===== src/rtl/tetris_besleyici.sv =====
// Seeded LFSR piece source for the tetris height accumulator.
// Streams ADET 3-bit pieces under valid/ready and reports the expected final stack height.
module tetris_besleyici #(
  parameter int          ADET             = 16,
  parameter logic [15:0] VARSAYILAN_TOHUM = 16'hACE1
) (
  input  logic        clk,
  input  logic        rst_n,
  input  logic        baslat,
  input  logic [15:0] tohum,
  input  logic        hazir,
  output logic [2:0]  parca,
  output logic        gecerli,
  output logic [4:0]  cevrim,
  output logic        bitti,
  output logic [4:0]  beklenen
);

  typedef enum logic [1:0] {BOS, GONDER, MAKS, BITTI} durum_t;

  localparam logic [4:0] SON = 5'(ADET);

  durum_t      durum, durum_sonraki;
  logic [15:0] lfsr;
  logic [15:0] lfsr_ileri;
  logic        geri_besleme;
  logic [4:0]  y0, y1, y2;
  logic [4:0]  cevrim_r, beklenen_r;
  logic [4:0]  maks01, maks_hepsi;
  logic        aktarim;
  logic        baslat_kabul;
  logic        son_aktarim;

  assign aktarim      = (durum == GONDER) && hazir;
  assign baslat_kabul = baslat && ((durum == BOS) || (durum == BITTI));
  assign son_aktarim  = aktarim && (cevrim_r == (SON - 5'd1));

  assign geri_besleme = lfsr[15] ^ lfsr[13] ^ lfsr[12] ^ lfsr[10];
  assign lfsr_ileri   = {lfsr[14:0], geri_besleme};

  // Tie-breaking does not matter; only the tallest column is reported.
  assign maks01     = (y0 > y1) ? y0 : y1;
  assign maks_hepsi = (maks01 > y2) ? maks01 : y2;

  always_comb begin
    durum_sonraki = durum;
    case (durum)
      BOS:     if (baslat) durum_sonraki = GONDER;
      GONDER:  if (son_aktarim) durum_sonraki = MAKS;
      MAKS:    durum_sonraki = BITTI;
      BITTI:   if (baslat) durum_sonraki = GONDER;
      default: durum_sonraki = BOS;
    endcase
  end

  always_ff @(posedge clk) begin
    if (!rst_n) begin
      durum      <= BOS;
      lfsr       <= 16'h0000;
      y0         <= 5'd0;
      y1         <= 5'd0;
      y2         <= 5'd0;
      cevrim_r   <= 5'd0;
      beklenen_r <= 5'd0;
    end else begin
      durum <= durum_sonraki;
      if (baslat_kabul) begin
        lfsr       <= (tohum == 16'h0000) ? VARSAYILAN_TOHUM : tohum;
        y0         <= 5'd0;
        y1         <= 5'd0;
        y2         <= 5'd0;
        cevrim_r   <= 5'd0;
        beklenen_r <= 5'd0;
      end else if (aktarim) begin
        lfsr     <= lfsr_ileri;
        y0       <= y0 + {4'd0, lfsr[0]};
        y1       <= y1 + {4'd0, lfsr[1]};
        y2       <= y2 + {4'd0, lfsr[2]};
        cevrim_r <= cevrim_r + 5'd1;
      end else if (durum == MAKS) begin
        beklenen_r <= maks_hepsi;
      end
    end
  end

  assign gecerli  = (durum == GONDER);
  assign parca    = gecerli ? lfsr[2:0] : 3'b000;
  assign bitti    = (durum == BITTI);
  assign cevrim   = cevrim_r;
  assign beklenen = beklenen_r;

endmodule


===== config.mk =====
export PLATFORM = sky130hd
export DESIGN_NAME = tetris_besleyici
export DESIGN_NICKNAME = d
export VERILOG_FILES = /design/src/rtl/tetris_besleyici.sv
export SDC_FILE = /design/constraint.sdc
export NUM_CORES = 1
export LEC_CHECK = 0
export ABC_AREA = 0
export CAP_MARGIN = 40
export CORE_ASPECT_RATIO = 1.4
export CORE_UTILIZATION = 49
export DETAILED_ROUTE_END_ITERATION = 16
export GPL_TIMING_DRIVEN = 0
export MAX_ROUTING_LAYER = met4
export PLACE_DENSITY = 0.88
export SYNTH_ARGS = -nofsm -noshare
export SYNTH_HDL_FRONTEND = slang
export SYNTH_SLANG_ARGS = --single-unit

===== constraint.sdc =====
create_clock -name clk -period 2.8 [get_ports clk]
set_input_delay 0.42 -clock clk [delete_from_list [all_inputs] [get_ports clk]]
set_output_delay 0.42 -clock clk [all_outputs]
set_load 0.01 [all_outputs]

== After elaboration in Yosys (flattened, before gate mapping) ==
Index checks and enable logic that the tools add are counted.
W data, S select, Z words.
Word-level totals
  flip-flop bits (word level): 43
  input bits: 20
  output and inout bits: 15
  logic and storage cells: 44
Operators by class
  $add $sub $neg: 4
  $lt $le $gt $ge: 2
  equality and inequality tests: 6
  muxes and demuxes: 9
  bitwise operators: 5
  reductions and logical operators: 11
Operators with widths (count)
  $mux W16: 3
  $logic_not A16 Y1: 1
  $add A5 B1 Y5: 3
  $gt A5 B5 Y1: 2
  $mux W5: 2
  $pmux W2 S3: 1
  $add A5 B1 Y5 const B: 1
  $eq A5 B4 Y1 const B: 1
  $eq A2 B2 Y1 const B: 2
  $mux W2: 2
  $ne A2 B1 Y1 const B: 2
  $reduce_and A2 Y1: 2
  $reduce_or A2 Y1: 2
  $logic_and A1 B1 Y1: 3
  $mux W3: 1
  $xor A1 B1 Y1: 3
  $eq A2 B1 Y1 const B: 1
  $logic_not A2 Y1: 1
  $not A1 Y1: 2
  $reduce_bool A2 Y1: 1
  $logic_or A1 B1 Y1: 1

== Depth between registers and ports, before layout ==
Gate-level depths: netlist of run 1.
  depth after elaboration: 5
  depth in mapped cells: 12
  depth with buffers taken out: 12

== Worst setup path before layout of run 1 ==
OpenSTA, ideal clock, no wires.
  path kind: register to register
  start point: reg y1[2]
  end point: reg beklenen_r[3] (netlist: beklenen[3])
  setup time: 0.122 ns
  arrival: 3.027 ns
  required time: 2.678 ns
  setup slack: -0.349 ns
  stages on the path, launching flop included: 13
  path buffers: 0
  clock period less this slack: 3.149 ns
  cells stage by stage: dfxtp_1 -> inv_1 -> ha_1 -> a211oi_2 -> a21oi_1 -> o21a_4 -> mux2_4 -> ha_1 -> a21o_1 -> a21o_1 -> a221o_1 -> and3_4 -> a221o_1
Between the ends
  word-level cells in the longest chain between the ends: 4
Ends and longest elaborated chain
  start: declaration: line 27  | logic [4:0] y0, y1, y2;
  start signal: assignment: line 77  | y1 <= y1 + {4'd0, lfsr[1]};
  $gt A5 B5 Y1: line 42  | assign maks01 = (y0 > y1) ? y0 : y1;
  $mux W5 (*): line 42
  $gt A5 B5 Y1: line 43  | assign maks_hepsi = (maks01 > y2) ? maks01 : y2;
  $mux W5 (*): line 43
  end signal: assignment: line 81  | beklenen_r <= maks_hepsi;
  end: declaration: line 28  | logic [4:0] cevrim_r, beklenen_r;
Every way passes the cells marked *; elsewhere a longest branch is shown, timed or not.
A chain may end at the register's enable or synchronous reset.

== Worst setup path in the final report of run 1 ==
  start point: reg y1[2]
  end point: reg beklenen_r[1] (netlist: beklenen[1])
The elaborated chain is that of the path after synthesis.

==> metrics.yaml, run 1 <==
timing:
  fmax_mhz: 336.2
  clock_skew_ns: 0.01171
  worst_slack_ns: -0.1742
  tns_ns: -0.6909
  relSlewSlack_pct: 65.56
  maxSlewViolCount: 0
  hold_viol: 0
  period_needed_ns: 2.974
  rsz0062_at_grt: "true"
  tightest_slew_ns: 0.5166
  final-setup-viol-count: 5
  period_share_pct: 106.2
power_and_ir_drop:
  combPwrFrac_pct: 39.2
  swShare_pct: 38.16
  p_clk_share_pct: 20.2
  power_leakage_nw: 1.291
  p_switching_uw: 766.2
  sequentialPowerShare_pct: 40.6
  internal-power_mw: 1.242
  pwr_density_cell_nw_per_um2: 645.8
  ir_worst_vdd_mv: 0.4436
floorplan:
  dieHeight_um: 84.81
  initial_utilization_pct: 52.08
  die-area_um2: 5185
  core_area_um2: 4608
  die_x_um: 61.15
  fp-row-count: 29
  io_pins: 35
synthesis:
  async_flop_share_pct: 0
  synth_seq_cells: 43
  synth_area_leaders: "dfxtp_1, ha_1, nand2_1"
  ys_warn_count: 0
  syn_area_um2: 2400
  synthTopCellsByCount: "nand2_1, dfxtp_1, ha_1"
  synthFlopType: "dfxtp_1"
  synth.distinct_cells: 34
  postSynthCellCount: 289
  synth_area_per_cell_um2: 8.304
  syn_nets: 331
  ys_seq_area_share_pct: 35.87
  synth_edf_count: 0
  synth_top_cell_area_share_pct: 35.87
  yosys.area.top_type: "dfxtp_1"
  synth.most_common_cell: "nand2_1"
clocking:
  clkLatencyLatePin_ns: 0.30
  cts-root-buf: "clkbuf_8"
  cts_buffers: 5
  clk_path_buf_depth: 2
  cts_tree: "yes"
  clk_pin_slew_ns: 0.09
  htreeDepth: 2
  cts.sinks: 43
drt:
  ant_nets: 0
  viasPerCell: 5.716
  wl_per_cell_um: 14.74
  drt-pass1-iter-count: 6
  num_vias: 2315
  drtIter0Drc: 173
  wl_mm: 5.971
  drc: 0
global_routing:
  antenna_found_initial: 0
  track_usage_pct: 25.35
  grt-busiest-layer: "met2"
  use_met2_pct: 45.26
  globalRouteOverflowTotal: 0
  grt_max_degree: 13
  grt_pass1_wl_mm: 9.770
  met1_usage_pct: 26.48
  grtUsageMet3_pct: 4.931
  first_global_vias: 2235
critical_path:
  critPathCapture: "beklenen[1]"
  critPathMaxFanout: 4
  startpoint_type: "register"
  reg2reg_slack_ns: -0.17
  crit_required_ns: 2.99
  crit_arrival_ns: 3.17
  reg2reg_from: "y1[2]"
  reg2reg_depth: 12
  crit_path_start: "y1[2]"
  r2r-end: "beklenen[1]"
  path_class: "register to register"
  worst_setup_path_end_kind: "register"
status:
  outcome: "finished, violations left"
  violations: "negative setup slack"
placed_design:
  pre_cts_ws_ns: -0.3087
  placed_area_um2: 2853
  portBuffers: 34
  placedCellCount: 385
  globalplace.congestion: 0.9298
  hpwl_mm: 4.413
flow_run:
  max_cap_violations: 0
worst_hold_path:
  hold_class: "register to register"
cells_and_area:
  diodes: 0
  syn_to_final_growth_pct: 29.56
  fill_cells: 388
  nets: 385
  postLayoutCellArea_um2: 3109
  fin_cells: 405
  drive_gt1_share_pct: 12.83
cells by family after synthesis:
family | after synthesis | share of synthesized area (%)
AOI/OAI and AO/OA | 58 | 17.52
xor gates and xnor gates | 15 | 5.475
adders and majority gates | 22 | 11.47
buffers and inverters | 26 | 4.119
DFF | 43 | 35.87
muxes | 4 | 2.294
and+or+nand+nor | 121 | 23.25
power groups by stage:
stage | combinational (mW) | sequential (mW) | clock [mW]
finish | 0.787 | 0.815 | 0.406
global route | 0.875 | 0.826 | 0.441
CTS | 0.776 | 0.811 | 0.412
detailed placement | 0.769 | 0.826 | 0
global placement | 0.746 | 0.821 | 0
floorplan | 0.542 | 0.805 | 0
layout make-up:
cell class              count  area [um^2]  area share [%]
multi-input cells         220         1525           49.05
flip-flops and latches     43        875.8           28.17
repair buffers             47        441.7           14.21
clock buffers               6        82.58           2.656
well taps                  62        77.57           2.495
inverters                  14        55.05           1.771
plain buffers              12        46.29           1.489
clock inverters             1        5.005          0.1610
cells in the final DEF, fill, tap and decap left out, types with 12 or more instances in the layout:
cell type	instances
nand2_1	63
dfxtp_1	37
clkdlybuf4s50_1	34
ha_1	17
nand3_1	15
nor2_1	14
inv_1	13
a21oi_1	13
buf_4	12
per-layer routing:
metal	up-vias	part of all wire (%)	wire length [um]
li1	1108	-	-
met1	1095	38	2278
met2	95	55	3301
met3	17	4.1	246
met4	0	2.4	144
met5	-	0	0
registers in the layout, summed over array words and instances (netlist names):
name,count
lfsr,16
beklenen,5
cevrim,5
y0,5
y1,5
y2,5
durum,2
worst min path at each step:
stage / from / cells past startpoint / slack, ns / to
2_1_floorplan: lfsr[11] / 2 / 0.44 / lfsr[11]
3_3_place_gp: lfsr[6] / 2 / 0.45 / lfsr[6]
3_5_place_dp: lfsr[7] / 2 / 0.46 / lfsr[7]
4_1_cts: lfsr[5] / 2 / 0.48 / lfsr[5]
5_1_grt: lfsr[11] / 2 / 0.50 / lfsr[11]
6_report: lfsr[5] / 2 / 0.47 / lfsr[5]
critical path: stages (launching register included):
cell and delay (ns):
dfxtp_4 0.37, inv_4 0.04, ha_4 0.25, a211oi_4 0.21
a21oi_2 0.09, o21a_4 0.25, mux2_4 0.32, ha_4 0.22
a21o_1 0.15, a21o_1 0.15, a221o_1 0.35, and3_4 0.18
a221o_1 0.31
stage by stage:
stage               hold slack (ns)  total power, mW  util (%)
floorplan                    0.4437            1.348         -
global placement             0.4524            1.567     61.91
detailed placement           0.4595            1.595     61.91
CTS                          0.4753            1.999     65.19
global route                 0.5029            2.142     67.47
finish                       0.4707            2.008     67.47
what timing repair did:
action / 4_1_cts / 5_1_grt
buffers inserted: 7 / 6
pin swaps: 11 / 10
setup endpoints to repair: 5 / 5
hold endpoints to repair: 0 / 0
hold buffers: 0 / 0
gates resized for setup: 6 / 10
Power figures use the tool's default switching activity.
==> run 2: changes to the inputs <==
Settings changed: CORE_MARGIN set to 5.
==> run 2 against run 1 <==
Against the previous run: the flow still finishes with violations (negative setup slack); critical path type unchanged; non-clock buffer count shrank 2; critical path depth is the same; sequential power shrank 0.7%; total power shrank 1.2%; via count shrank 2.0%; worst setup slack gained 0.027 ns; largest power group unchanged.
==> metrics.yaml, run 2 (synthesis gave the netlist of run 1 again) <==
status:
  outcome: "finished, violations left"
  violations: "negative setup slack"
critical_path:
  worst_setup_path_end_kind: "register"
  startpoint_type: "register"
  crit_required_ns: 3.00  # about the same
  critPathMaxFanout: 4  # unchanged
  path_class: "register to register"
  crit_arrival_ns: 3.15  # -0.02 ns
timing:
  hold_viol: 0  # unchanged
  tightest_slew_ns: 0.5197  # +0.003148 ns
  fmax_mhz: 339.3  # +0.91%
  rsz0062_at_grt: "true"
  worst_slack_ns: -0.1474  # +0.02682 ns
  relSlewSlack_pct: 65.35  # -0.21 points
  final-setup-viol-count: 4  # -1
  clock_skew_ns: 0.009135  # -0.002578 ns
  maxSlewViolCount: 0  # unchanged
  period_share_pct: 105.3  # -0.96 points
  period_needed_ns: 2.947  # -0.02682 ns
cells_and_area:
  largest-register: "lfsr"
  final_common_cell: "nand2_1"
  largest_reg_flops: 16  # unchanged
  fin_util_pct: 64.14  # -3.3 points
  diodes: 0  # unchanged
  syn_to_final_growth_pct: 28.42
  nets: 383  # -0.52%
  drive_gt1_share_pct: 13.45  # +0.62 points
  fill_cells: 446  # +15%
  layout_common_cells: "nand2_1, dfxtp_1, clkdlybuf4s50_1"
placed_design:
  portBuffers: 34  # unchanged
  hpwl_mm: 4.542  # +2.9%
  globalplace.congestion: 0.8623  # -7.3%
  pre_cts_ws_ns: -0.2899  # +0.01882 ns
global_routing:
  grt_max_degree: 14  # +1
  globalRouteOverflowTotal: 0  # unchanged
  track_usage_pct: 19.03  # -6.3 points
  first_global_vias: 2241  # +0.27%
  antenna_found_initial: 0  # unchanged
  grt_pass1_wl_mm: 9.749  # -0.21%
clocking:
  cts_buffers: 5  # unchanged
  clkLatencyLatePin_ns: 0.30  # about the same
  clk_path_buf_depth: 2  # unchanged
  htreeDepth: 2  # unchanged
  cts_tree: "yes"
  clk_pin_slew_ns: 0.08  # about the same
  cts-root-buf: "clkbuf_8"
  cts.sinks: 43  # unchanged
floorplan:
  die-area_um2: 6417  # +24%
  die_x_um: 69.15  # +13%
  fp-row-count: 30  # +3.4%
  initial_utilization_pct: 49.95  # -2.1 points
  core_area_um2: 4805  # +4.3%
  dieHeight_um: 92.81  # +9.4%
  io_pins: 35  # unchanged
drt:
  viasPerCell: 5.589  # -2.2%
  drt-pass1-iter-count: 4  # -2
  drtIter0Drc: 193  # +12%
  drc: 0  # unchanged
  wl_per_cell_um: 14.80  # +0.39%
  ant_nets: 0  # unchanged
  num_vias: 2269  # -2.0%
  wl_mm: 6.009  # +0.64%
power_and_ir_drop:
  power_leakage_nw: 1.275  # -1.2%
  pwr_density_cell_nw_per_um2: 643.5  # -0.36%
  ir_worst_vdd_mv: 0.5109  # +15%
worst_hold_path:
  hold_class: "register to register"
flow_run:
  max_cap_violations: 0  # unchanged
## run 2: worst paths after layout
path	from	to	slack, ns	cells after the start
setup / recovery	y1[3]	beklenen[4]	-0.15	12
hold / removal	lfsr[5]	lfsr[5]	0.47	2
setup reg to reg	y1[3]	beklenen[4]	-0.15	12
hold reg to reg	lfsr[5]	lfsr[5]	0.47	2
## run 2: routing by layer
metal | GRT usage (%) | vias to the layer above | wire length (um) | part of all wire (%)
met4 | 8.469 | 0 | 202 | 3.4
met5 | - | - | 0 | 0
met2 | 36.78 | 78 | 3265 | 54
li1 | - | 1111 | - | -
met1 | 18.57 | 1058 | 2289 | 38
met3 | 2.606 | 22 | 253 | 4.2
## run 2: power breakdown
part,internal (mW),switching (mW)
combinational,0.325,0.457
clock,0.171,0.221
sequential,0.722,0.0872
total,1.22,0.765
## run 2: what timing repair did
| action | in CTS | in global routing |
|---|---|---|
| hold buffers | 0 | 0 |
| endpoints found under the setup margin | 4 | 5 |
| pin swaps | 7 | 6 |
| setup buffers | 7 | 4 |
| gates resized for setup | 3 | 12 |
## run 2: layout make-up
class / count / area [um^2] / share of cell area (%)
clock buffers: 5 / 68.82 / 2.233
well taps: 64 / 80.08 / 2.598
clock inverters: 3 / 15.01 / 0.4872
multi-input cells: 220 / 1518 / 49.25
plain buffers: 12 / 46.29 / 1.502
flip-flops and latches: 43 / 874.6 / 28.38
inverters: 14 / 52.55 / 1.705
repair buffers: 45 / 426.7 / 13.84
## run 2: per-stage QoR
step	std cells	total power [mW]	instance area (um^2)	setup TNS [ns]	hold slack, ns
after floorplan	289	1.348	2435	-0.4839	0.4437
final	406	1.983	3082	-0.5580	0.4688
after global routing	406	2.123	3082	-0.9533	0.5041
after global placement	387	1.564	2855	-0.9684	0.4519
after CTS	402	1.977	2998	-0.5123	0.4721
after detailed placement	387	1.591	2855	-1.142	0.4598
## run 2: worst max-delay path, cell delays in order, from the launching register on
cell and delay, ns:
dfxtp_2 0.36, inv_2 0.06, ha_4 0.16, a211oi_2 0.24, a21oi_2 0.10, o21a_4 0.25, mux2_4 0.32, ha_4 0.27
and4_4 0.23, a221o_1 0.18, buf_6 0.12, and2b_2 0.24, a221o_1 0.31
==> run 3: changes to the inputs <==
Settings changed: ABC_AREA 0 to not set.
==> results of run 3 <==
The final DEF is identical to that of run 2; final timing and power are the same.
